**config.mk**
```make
export PLATFORM = sky130hd
export DESIGN_NAME = mem_access_unit
export DESIGN_NICKNAME = d
export VERILOG_FILES = /design/src/rtl/mem_access_unit_pkg.sv /design/src/rtl/mem_access_unit.sv
export SDC_FILE = /design/constraint.sdc
export NUM_CORES = 1
export LEC_CHECK = 0
export CORE_MARGIN = 2
export CORE_UTILIZATION = 37
export CTS_CLUSTER_SIZE = 16
export DETAILED_ROUTE_END_ITERATION = 8
export GPL_TIMING_DRIVEN = 0
export HOLD_SLACK_MARGIN = 0.15
export PLACE_DENSITY = 0.77
export SYNTH_ARGS = -nofsm -noshare
export SYNTH_HDL_FRONTEND = slang
export SYNTH_SLANG_ARGS = --single-unit
```
**constraint.sdc**
```tcl
create_clock -name cclk -period 4.65 [get_ports cclk]
set_clock_uncertainty 0.05 [all_clocks]
set_input_delay 0.93 -clock cclk [delete_from_list [all_inputs] [get_ports cclk]]
set_output_delay 0.93 -clock cclk [all_outputs]
set_load 0.02 [all_outputs]
```
**src/rtl/mem_access_unit_pkg.sv**
```systemverilog
// Shared types and helpers for the memory access stage of the multicycle core.
package mem_access_unit_pkg;

  // Access sequencer states; 2-bit encoding keeps the FAULT code at 2'b11.
  typedef enum logic [1:0] {
    MA_IDLE  = 2'b00,
    MA_REQ   = 2'b01,
    MA_DONE  = 2'b10,
    MA_FAULT = 2'b11
  } ma_state_e;

  localparam int MA_DATA_W_DEF  = 32;
  localparam int MA_TIMEOUT_DEF = 64;

  // Word accesses only: any set byte-offset bit is a misaligned access.
  function automatic logic ma_misaligned(input logic [1:0] byte_off);
    return (byte_off != 2'b00);
  endfunction

endpackage

```
**src/rtl/mem_access_unit.sv**
```systemverilog
// Memory-side stage of the multicycle core: converts the control unit's
// MemRead/MemWrite strobes into a req/ack access on a variable-latency memory
// port, steers read data into IR or MDR, and stalls the control unit until the
// access completes. Illegal, misaligned or timed-out accesses park the stage
// in a sticky FAULT state that only reset clears.
module mem_access_unit
  import mem_access_unit_pkg::*;
#(
  parameter int DATA_W  = MA_DATA_W_DEF,
  parameter int TIMEOUT = MA_TIMEOUT_DEF
) (
  input  logic              cclk,
  input  logic              rst,
  input  logic              MemRead,
  input  logic              MemWrite,
  input  logic              IorD,
  input  logic              IrWrite,
  input  logic [DATA_W-1:0] pc,
  input  logic [DATA_W-1:0] alu_out,
  input  logic [DATA_W-1:0] wdata,
  output logic              stall,
  output logic [DATA_W-1:0] instr,
  output logic [DATA_W-1:0] mdr,
  output logic              fault,
  output logic              mem_req,
  output logic              mem_we,
  output logic [DATA_W-1:0] mem_addr,
  output logic [DATA_W-1:0] mem_wdata,
  input  logic [DATA_W-1:0] mem_rdata,
  input  logic              mem_ack
);

  // Counter only needs to reach TIMEOUT-1, which fits in clog2(TIMEOUT) bits.
  localparam int                CNT_W    = (TIMEOUT > 2) ? $clog2(TIMEOUT) : 1;
  localparam logic [CNT_W-1:0]  CNT_LAST = CNT_W'(TIMEOUT - 1);

  ma_state_e          state_q, state_d;
  logic [DATA_W-1:0]  addr_q,  addr_d;
  logic [DATA_W-1:0]  wdat_q,  wdat_d;
  logic               we_q,    we_d;
  logic               dst_q,   dst_d;
  logic [DATA_W-1:0]  instr_q, instr_d;
  logic [DATA_W-1:0]  mdr_q,   mdr_d;
  logic [CNT_W-1:0]   cnt_q,   cnt_d;

  logic               acc;
  logic [DATA_W-1:0]  sel_addr;

  assign acc      = MemRead | MemWrite;
  assign sel_addr = IorD ? alu_out : pc;

  // State and datapath registers; reset clears everything immediately.
  always_ff @(posedge cclk or posedge rst) begin
    if (rst) begin
      state_q <= MA_IDLE;
      addr_q  <= '0;
      wdat_q  <= '0;
      we_q    <= 1'b0;
      dst_q   <= 1'b0;
      instr_q <= '0;
      mdr_q   <= '0;
      cnt_q   <= '0;
    end else begin
      state_q <= state_d;
      addr_q  <= addr_d;
      wdat_q  <= wdat_d;
      we_q    <= we_d;
      dst_q   <= dst_d;
      instr_q <= instr_d;
      mdr_q   <= mdr_d;
      cnt_q   <= cnt_d;
    end
  end

  // Next-state, request capture, read-data steering and stall generation.
  always_comb begin
    state_d = state_q;
    addr_d  = addr_q;
    wdat_d  = wdat_q;
    we_d    = we_q;
    dst_d   = dst_q;
    instr_d = instr_q;
    mdr_d   = mdr_q;
    cnt_d   = cnt_q;
    stall   = 1'b0;

    case (state_q)
      MA_IDLE: begin
        // A stray mem_ack here is deliberately ignored.
        if (acc) begin
          stall = 1'b1;
          if (MemRead & MemWrite) begin
            state_d = MA_FAULT;
          end else if (ma_misaligned(sel_addr[1:0])) begin
            state_d = MA_FAULT;
          end else begin
            addr_d  = sel_addr;
            we_d    = MemWrite;
            wdat_d  = wdata;
            dst_d   = IrWrite;
            cnt_d   = '0;
            state_d = MA_REQ;
          end
        end else begin
          state_d = MA_IDLE;
        end
      end

      MA_REQ: begin
        stall = 1'b1;
        if (mem_ack) begin
          if (!we_q) begin
            if (dst_q) begin
              instr_d = mem_rdata;
            end else begin
              mdr_d = mem_rdata;
            end
          end else begin
            instr_d = instr_q;
          end
          state_d = MA_DONE;
        end else if (cnt_q == CNT_LAST) begin
          state_d = MA_FAULT;
        end else begin
          cnt_d = cnt_q + CNT_W'(1);
        end
      end

      // One stall-free cycle so the control unit advances before strobes are
      // looked at again; otherwise the completing state's strobes would
      // launch a duplicate access.
      MA_DONE: begin
        stall   = 1'b0;
        state_d = MA_IDLE;
      end

      MA_FAULT: begin
        stall   = 1'b1;
        state_d = MA_FAULT;
      end

      default: begin
        stall   = 1'b1;
        state_d = MA_FAULT;
      end
    endcase
  end

  assign mem_req   = (state_q == MA_REQ);
  assign fault     = (state_q == MA_FAULT);
  assign mem_we    = we_q;
  assign mem_addr  = addr_q;
  assign mem_wdata = wdat_q;
  assign instr     = instr_q;
  assign mdr       = mdr_q;

endmodule

```
==> summary.md, run 1 <==
| Metric | Value |
|---|---|
| Detailed Route Iter0 Violations | 143 |
| Crit start category | primary input |
| Count leader, synth | dfrtp_1 |
| PwrDens | 643.6 nW/µm² |
| Crit-path max FO | 5 |
| Ant. Diodes | 0 |
| Crit path top cell by count | clkdlybuf4s50_1 |
| Avg Synthesized Cell Area | 14.29 µm² |
| Fin worst setup slack | 1.254 ns |
| Status | finished clean |
| Drt drc | 0 |
| Synth top area share | 0.6166 |
| Core Rows | 44 |
| Post-CTS Setup Bufs | 0 |
| Setup crit end kind | output port |
| Layout Nets | 815 |
| Class of the most critical setup path | primary input to output port |
| Initial Util | 0.3824 |
| R2R cell count | 6 |
| CTS resizes | 0 |
| Clock buffer depth | 2 |
| Post-layout minimum cycle time | 3.396 ns |
| First-pass GRT wire length | 23500 µm |
| Largest net degree at the start of global routing | 44 |
| Setup TNS | 0 ns |
| Post-route ant nets | 0 |
| H-tree level count | 4 |
| Synth-to-Final Area Change | 64.16% |
| Max Cap Violations | 0 |
| Count of pins over their slew limit | 0 |
| TritonCTS buffer count | 17 |
| Die W | 127.0 µm |
| Vias per inst | 4.803 |
| Cells after synthesis | 392 |
| Fill cell count | 1090 |
| Yosys warnings | 0 |
| FF-to-FF setup slack | 2.82 ns |
| Final WL | 14930 µm |
| Total stage count of the critical path | 4 |
| Hold violation total from the final report | 0 |
| Top post-synthesis cells by area | dfrtp_1, mux2_2, mux2i_1 |
| IO Count | 267 |
| GRT Residual Overflow | 0 |
| Peak supply drop | 313.6 µV |
| Die area | 16140 µm² |
| Pre-antenna DRT Iters | 4 |
| Number of global-route vias before repair | 4651 |
| Slew headroom | 0.4810 |
| CTS Hold Bufs | 0 |
| Clock Tree Root | clkbuf_16 |
| CP max-delay cell | clkdlybuf4s50_1 |
| Highest clock rate | 294.5 MHz |
| CTS tree | done |
| Yosys reg bits | 138 |
| Netlist cell types | 34 |
| Post-synth EDFFs | 0 |
| Pre-CTS setup slack | 1.258 ns |
| CP required | 3.67 ns |
| Ratio of cells with drive above 1 in the final layout | 0.2009 |
| Placement Cell Area | 8547 µm² |
| RSZ-0062 raised after global routing | no |
| Crit share post-route | 0.7303 |
| Placer Congestion | 0.7675 |
| Leading area contributor after synthesis | dfrtp_1 |
| Buf/Inv on CP | 2 |
| Core region area | 14640 µm² |
| Kind of cell adding the most delay to the critical path | buffers and inverters |
| Critical Path AT | 2.42 ns |
| Reg clk slew, reported paths | 0.05 ns |
| Mapped Nets | 528 |
| Overall Global Routing Usage | 0.1874 |
| PortBufs | 265 |
| Ys flop type | dfrtp_1 |
| Synthesized area | 5600 µm² |
| Sequential element share of the synthesized area | 0.6166 |
| Final non-filler cell area | 9194 µm² |
| Max incr delay on CP | 0.66 ns |
| Total number of vias | 4207 |
| Endpoints failing setup | 0 |
| Clock latency at the later pin of the worst-skew pair | 0.41 ns |
| Die height | 127.0 µm |
| Detailed placement HPWL | 11700 µm |
| Drt wl/cell | 17.04 µm |
| Sink Count | 138 |
| Post-synth ARST share | 1.000 |
| Commonest cells post-synth | dfrtp_1, mux2_2, nand2_1 |
| Critical-path cell list | clkdlybuf4s50_1, nor2_1, o21bai_1, clkdlybuf4s50_1 |
| Leakage power | 4.064 nW |
| Worst slew pin tran | 0.7768 ns |
| Tightest Hold Check Type | register to register |
| Initial antenna violation count | 0 |
| Hold depth | 2 |
worst paths after layout:
check,from,end
setup / recovery,MemWrite,stall
hold / removal,mem_addr[2]$_DFFE_PP0P_,mem_addr[2]$_DFFE_PP0P_
setup reg to reg,state_q[1]$_DFFE_PP0P_,mdr[23]$_DFFE_PP0P_
hold reg to reg,mem_addr[2]$_DFFE_PP0P_,mem_addr[2]$_DFFE_PP0P_
max in group asynchronous,rst,mem_addr[18]$_DFFE_PP0P_
min in group asynchronous,rst,mem_wdata[15]$_DFFE_PP0P_
power by group:
group / total [mW] / switching (mW) / internal [mW]
clock: 1.45 / 0.498 / 0.956
combinational: 2.48 / 1.16 / 1.31
sequential: 1.99 / 0.285 / 1.70
total: 5.92 / 1.95 / 3.97
final cells by class:
cell class	instances	area, µm²	share of cell area
Inverter	4	20.02	0.002177
Tap cell	184	230.2	0.02504
Sequential cell	138	3453	0.3756
Clock inverter	10	162.7	0.01769
Clock buffer	22	484.2	0.05267
Buffer	20	141.4	0.01538
Timing Repair Buffer	268	2713	0.2950
Multi-Input combinational cell	230	1989	0.2164
routing by layer:
metal	GRT usage	routed length, µm	vias up
li1	-	-	1956
met1	0.2028	5616	2050
met2	0.3368	7800	178
met3	0.06742	1236	23
met4	0.07046	276	0
met5	0	0	-
registers in the layout, summed over array words and instances (netlist names):
signal,count
instr,32
dst_q,1
cnt_q,6
state_q,2
mem_wdata,32
mdr,32
mem_we,1
mem_addr,32
metrics by stage:
stage / util / hold WS (ns) / total power [mW] / cells
after floorplan: - / 0.4292 / 3.173 / 392
after global placement: 0.5795 / 0.4116 / 4.426 / 841
after detailed placement: 0.5836 / 0.4186 / 4.509 / 844
after CTS: 0.6278 / 0.4311 / 5.985 / 876
after global routing: 0.6278 / 0.4551 / 6.208 / 876
final: 0.6278 / 0.4265 / 5.917 / 876
logic make-up after synthesis:
logic type	count (synthesis)	share of synthesized area
compound gates	49	0.05273
xor+xnor	1	0.001564
fa+ha+maj	1	0.002234
buf+inv	24	0.02815
flops	138	0.6166
mux	129	0.2525
simple gates	50	0.04625
placed cells by master, fill, tap and decap left out, drive strengths merged, types with 3 or more instances in the layout:
master	count
clkdlybuf4s50	265
dfrtp	138
mux2	98
nand2	34
mux2i	31
o21ai	31
clkbuf	28
buf	17
a21oi	7
and2	4
bufinv	4
clkinv	4
nor2	3
clkinvlp	3
o21a	3
inv	3
worst register-to-register path: stages (launching register included):
cell and delay, ns:
dfrtp_1 0.42, nand2b_4 0.20, clkinv_2 0.11, nand2_2 0.09, nor3_4 0.28, buf_6 0.21, mux2_2 0.35
Note: power is estimated with default switching activity, not from simulation.
==> run 2: changes to the inputs <==
Settings changed: CORE_UTILIZATION 37 to 41, PLACE_DENSITY 0.77 to 0.8.
Clock period 4.65 ns to 3.3 ns, I/O delays scaled along.
==> run 2 against run 1 <==
Net effect:
- critical endpoint unchanged
- count of clock-buffer cells in the layout shrank 2
- critical path depth unchanged
- final area is 0.41% lower
- critical path type unchanged
==> summary.md, run 2 (same netlist as run 1, synthesis figures left out) <==
| Metric | Value |
|---|---|
| Clock Tree Root | clkbuf_16 |
| Die height | 120.9 µm |
| Reg clk slew, reported paths | 0.05 ns |
| Clock buffer depth | 2 |
| Pint | 5.527 mW |
| Commonest non-fill, non-tap cells in the layout | clkdlybuf4s50_1, dfrtp_1, mux2_2 |
| RR Endpoint | cnt_q[5]$_DFFE_PP0P_ |
| Total number of vias | 4263 |
| Post-layout util | 0.6887 |
| Highest clock rate | 351.1 MHz |
| Sink Count | 138 |
| CP required | 2.59 ns |
| PortBufs | 265 |
| R2R cell count | 5 |
| Seq pwr share | 0.339 |
| Initial Util | 0.4212 |
| Overall Global Routing Usage | 0.2057 |
| CTS resizes | 0 |
| CTS Hold Bufs | 0 |
| WHS Endpoint | mem_addr[21]$_DFFE_PP0P_ |
| Die W | 120.9 µm |
| Worst slew pin tran | 0.7330 ns |
| Crit path top cell by count | clkdlybuf4s50_1 |
| Critical-path cell list | clkdlybuf4s50_1, nor2_1, o21bai_1, clkdlybuf4s50_1 |
| Class of the most critical setup path | primary input to output port |
| Detailed placement HPWL | 11270 µm |
| Largest net degree at the start of global routing | 44 |
| Ant. Diodes | 0 |
| FF-to-FF setup slack | 1.45 ns |
| Clk network pwr share | 0.239 |
| Initial antenna violation count | 0 |
| Hold slack | 0.4273 ns |
| Placer Congestion | 0.7700 |
| First-pass GRT wire length | 23050 µm |
| Hold violation total from the final report | 0 |
| Drt wl/cell | 16.76 µm |
| GRT Residual Overflow | 0 |
| Count of pins over their slew limit | 0 |
| Number of global-route vias before repair | 4530 |
| Commonest non-fill, non-tap cell in the layout | clkdlybuf4s50_1 |
| Post-route ant nets | 0 |
| Clock latency at the later pin of the worst-skew pair | 0.41 ns |
| Final non-filler cell area | 9156 µm² |
| IO Count | 267 |
| H-tree level count | 4 |
| Leakage power | 4.051 nW |
| Hold Crit Start | mem_addr[21]$_DFFE_PP0P_ |
| RR Startpoint | cnt_q[0]$_DFFE_PP0P_ |
| Combinational share of power | 0.422 |
| Ratio of cells with drive above 1 in the final layout | 0.1994 |
| Layout Nets | 815 |
| Met1 usage in global routing | 0.2376 |
| RSZ-0062 raised after global routing | no |
| Fin worst setup slack | 0.4520 ns |
| Max Cap Violations | 0 |
| Synth-to-Final Area Change | 63.49% |
| Tightest Hold Check Type | register to register |
| Core Rows | 42 |
| Placement Cell Area | 8537 µm² |
| Fill cell count | 943 |
| Post-CTS Setup Bufs | 0 |
| Post-layout minimum cycle time | 2.848 ns |
| Status | finished clean |
| Buf/Inv on CP | 2 |
| Critical Path AT | 2.14 ns |
| P_sw | 2.745 mW |
| Endpoints failing setup | 0 |
| Hold depth | 2 |
| Pre-CTS setup slack | 0.4745 ns |
| Slew headroom | 0.5113 |
| Kind of cell adding the most delay to the critical path | buffers and inverters |
| CTS tree | done |
| Die area | 14610 µm² |
| PwrDens | 903.4 nW/µm² |
| Setup crit end kind | output port |
| Core region area | 13300 µm² |
| Detailed Route Iter0 Violations | 134 |
| Final WL | 14550 µm |
| Vias per inst | 4.911 |
| GR Util met3 | 0.07660 |
| Crit-path max FO | 5 |
| Gr busiest metal | met2 |
| Peak supply drop | 523.1 µV |
| Crit share post-route | 0.8630 |
| CP max-delay cell | clkdlybuf4s50_1 |
| Crit start category | primary input |
| Pre-antenna DRT Iters | 4 |
| Drt drc | 0 |
| Net Sw Frac | 0.3319 |
| Max incr delay on CP | 0.65 ns |
| M2 GR Usage | 0.3438 |
| TritonCTS buffer count | 17 |
run 2: changes by cell type in the layout (fill, tap and decap cells not counted), sizes merged:
| cell | change |
|---|---|
| clkinv | +3 |
| inv | -1 |
| clkbuf | -2 |
run 2: cell type report:
class | instances | area [µm²] | share of cell area
Clock buffer | 20 | 446.7 | 0.04878
Timing Repair Buffer | 268 | 2713 | 0.2963
Tap cell | 176 | 220.2 | 0.02405
Inverter | 4 | 20.02 | 0.002186
Sequential cell | 138 | 3453 | 0.3772
Multi-Input combinational cell | 230 | 1989 | 0.2173
Buffer | 20 | 141.4 | 0.01544
Clock inverter | 12 | 172.7 | 0.01886
run 2: per-stage QoR:
| stage | instances | total power, mW | TNS [ns] |
|---|---|---|---|
| floorplan | 392 | 4.472 | 0 |
| global placement | 833 | 6.237 | -31.24 |
| detailed placement | 836 | 6.352 | 0 |
| CTS | 868 | 8.371 | 0 |
| global route | 868 | 8.696 | 0 |
| finish | 868 | 8.272 | 0 |
run 2: power by group through the flow:
stage | logic (mW) | clock network [mW] | registers (mW)
after floorplan | 0.859 | 0 | 3.61
after global routing | 3.70 | 2.10 | 2.90
after CTS | 3.54 | 2.02 | 2.81
final | 3.49 | 1.98 | 2.81
after global placement | 3.45 | 0 | 2.79
after detailed placement | 3.52 | 0 | 2.83
run 2: metal layers:
layer  vias to the layer above  routed length (µm)
met4                         0                 337
met2                       198                7203
met5                         -                   0
li1                       1968                   -
met1                      2070                5565
met3                        27                1445
run 2: tightest hold or removal path, cell delays in order, from the launching register on:
cell and delay, ns:
dfrtp_1 0.34, nand2_1 0.04, o21ai_0 0.06
run 2: worst max-delay path by stage:
| stage | start | end | slack (ns) | cells after the start |
|---|---|---|---|---|
| global placement | rst | mem_addr[13]$_DFFE_PP0P_ | -0.24 | 2 |
| detailed placement | MemWrite | stall | 0.47 | 4 |
| floorplan | rst | cnt_q[0]$_DFFE_PP0P_ | 0.87 | 1 |
| global route | MemWrite | stall | 0.41 | 4 |
| finish | MemWrite | stall | 0.45 | 4 |
| CTS | MemWrite | stall | 0.46 | 4 |
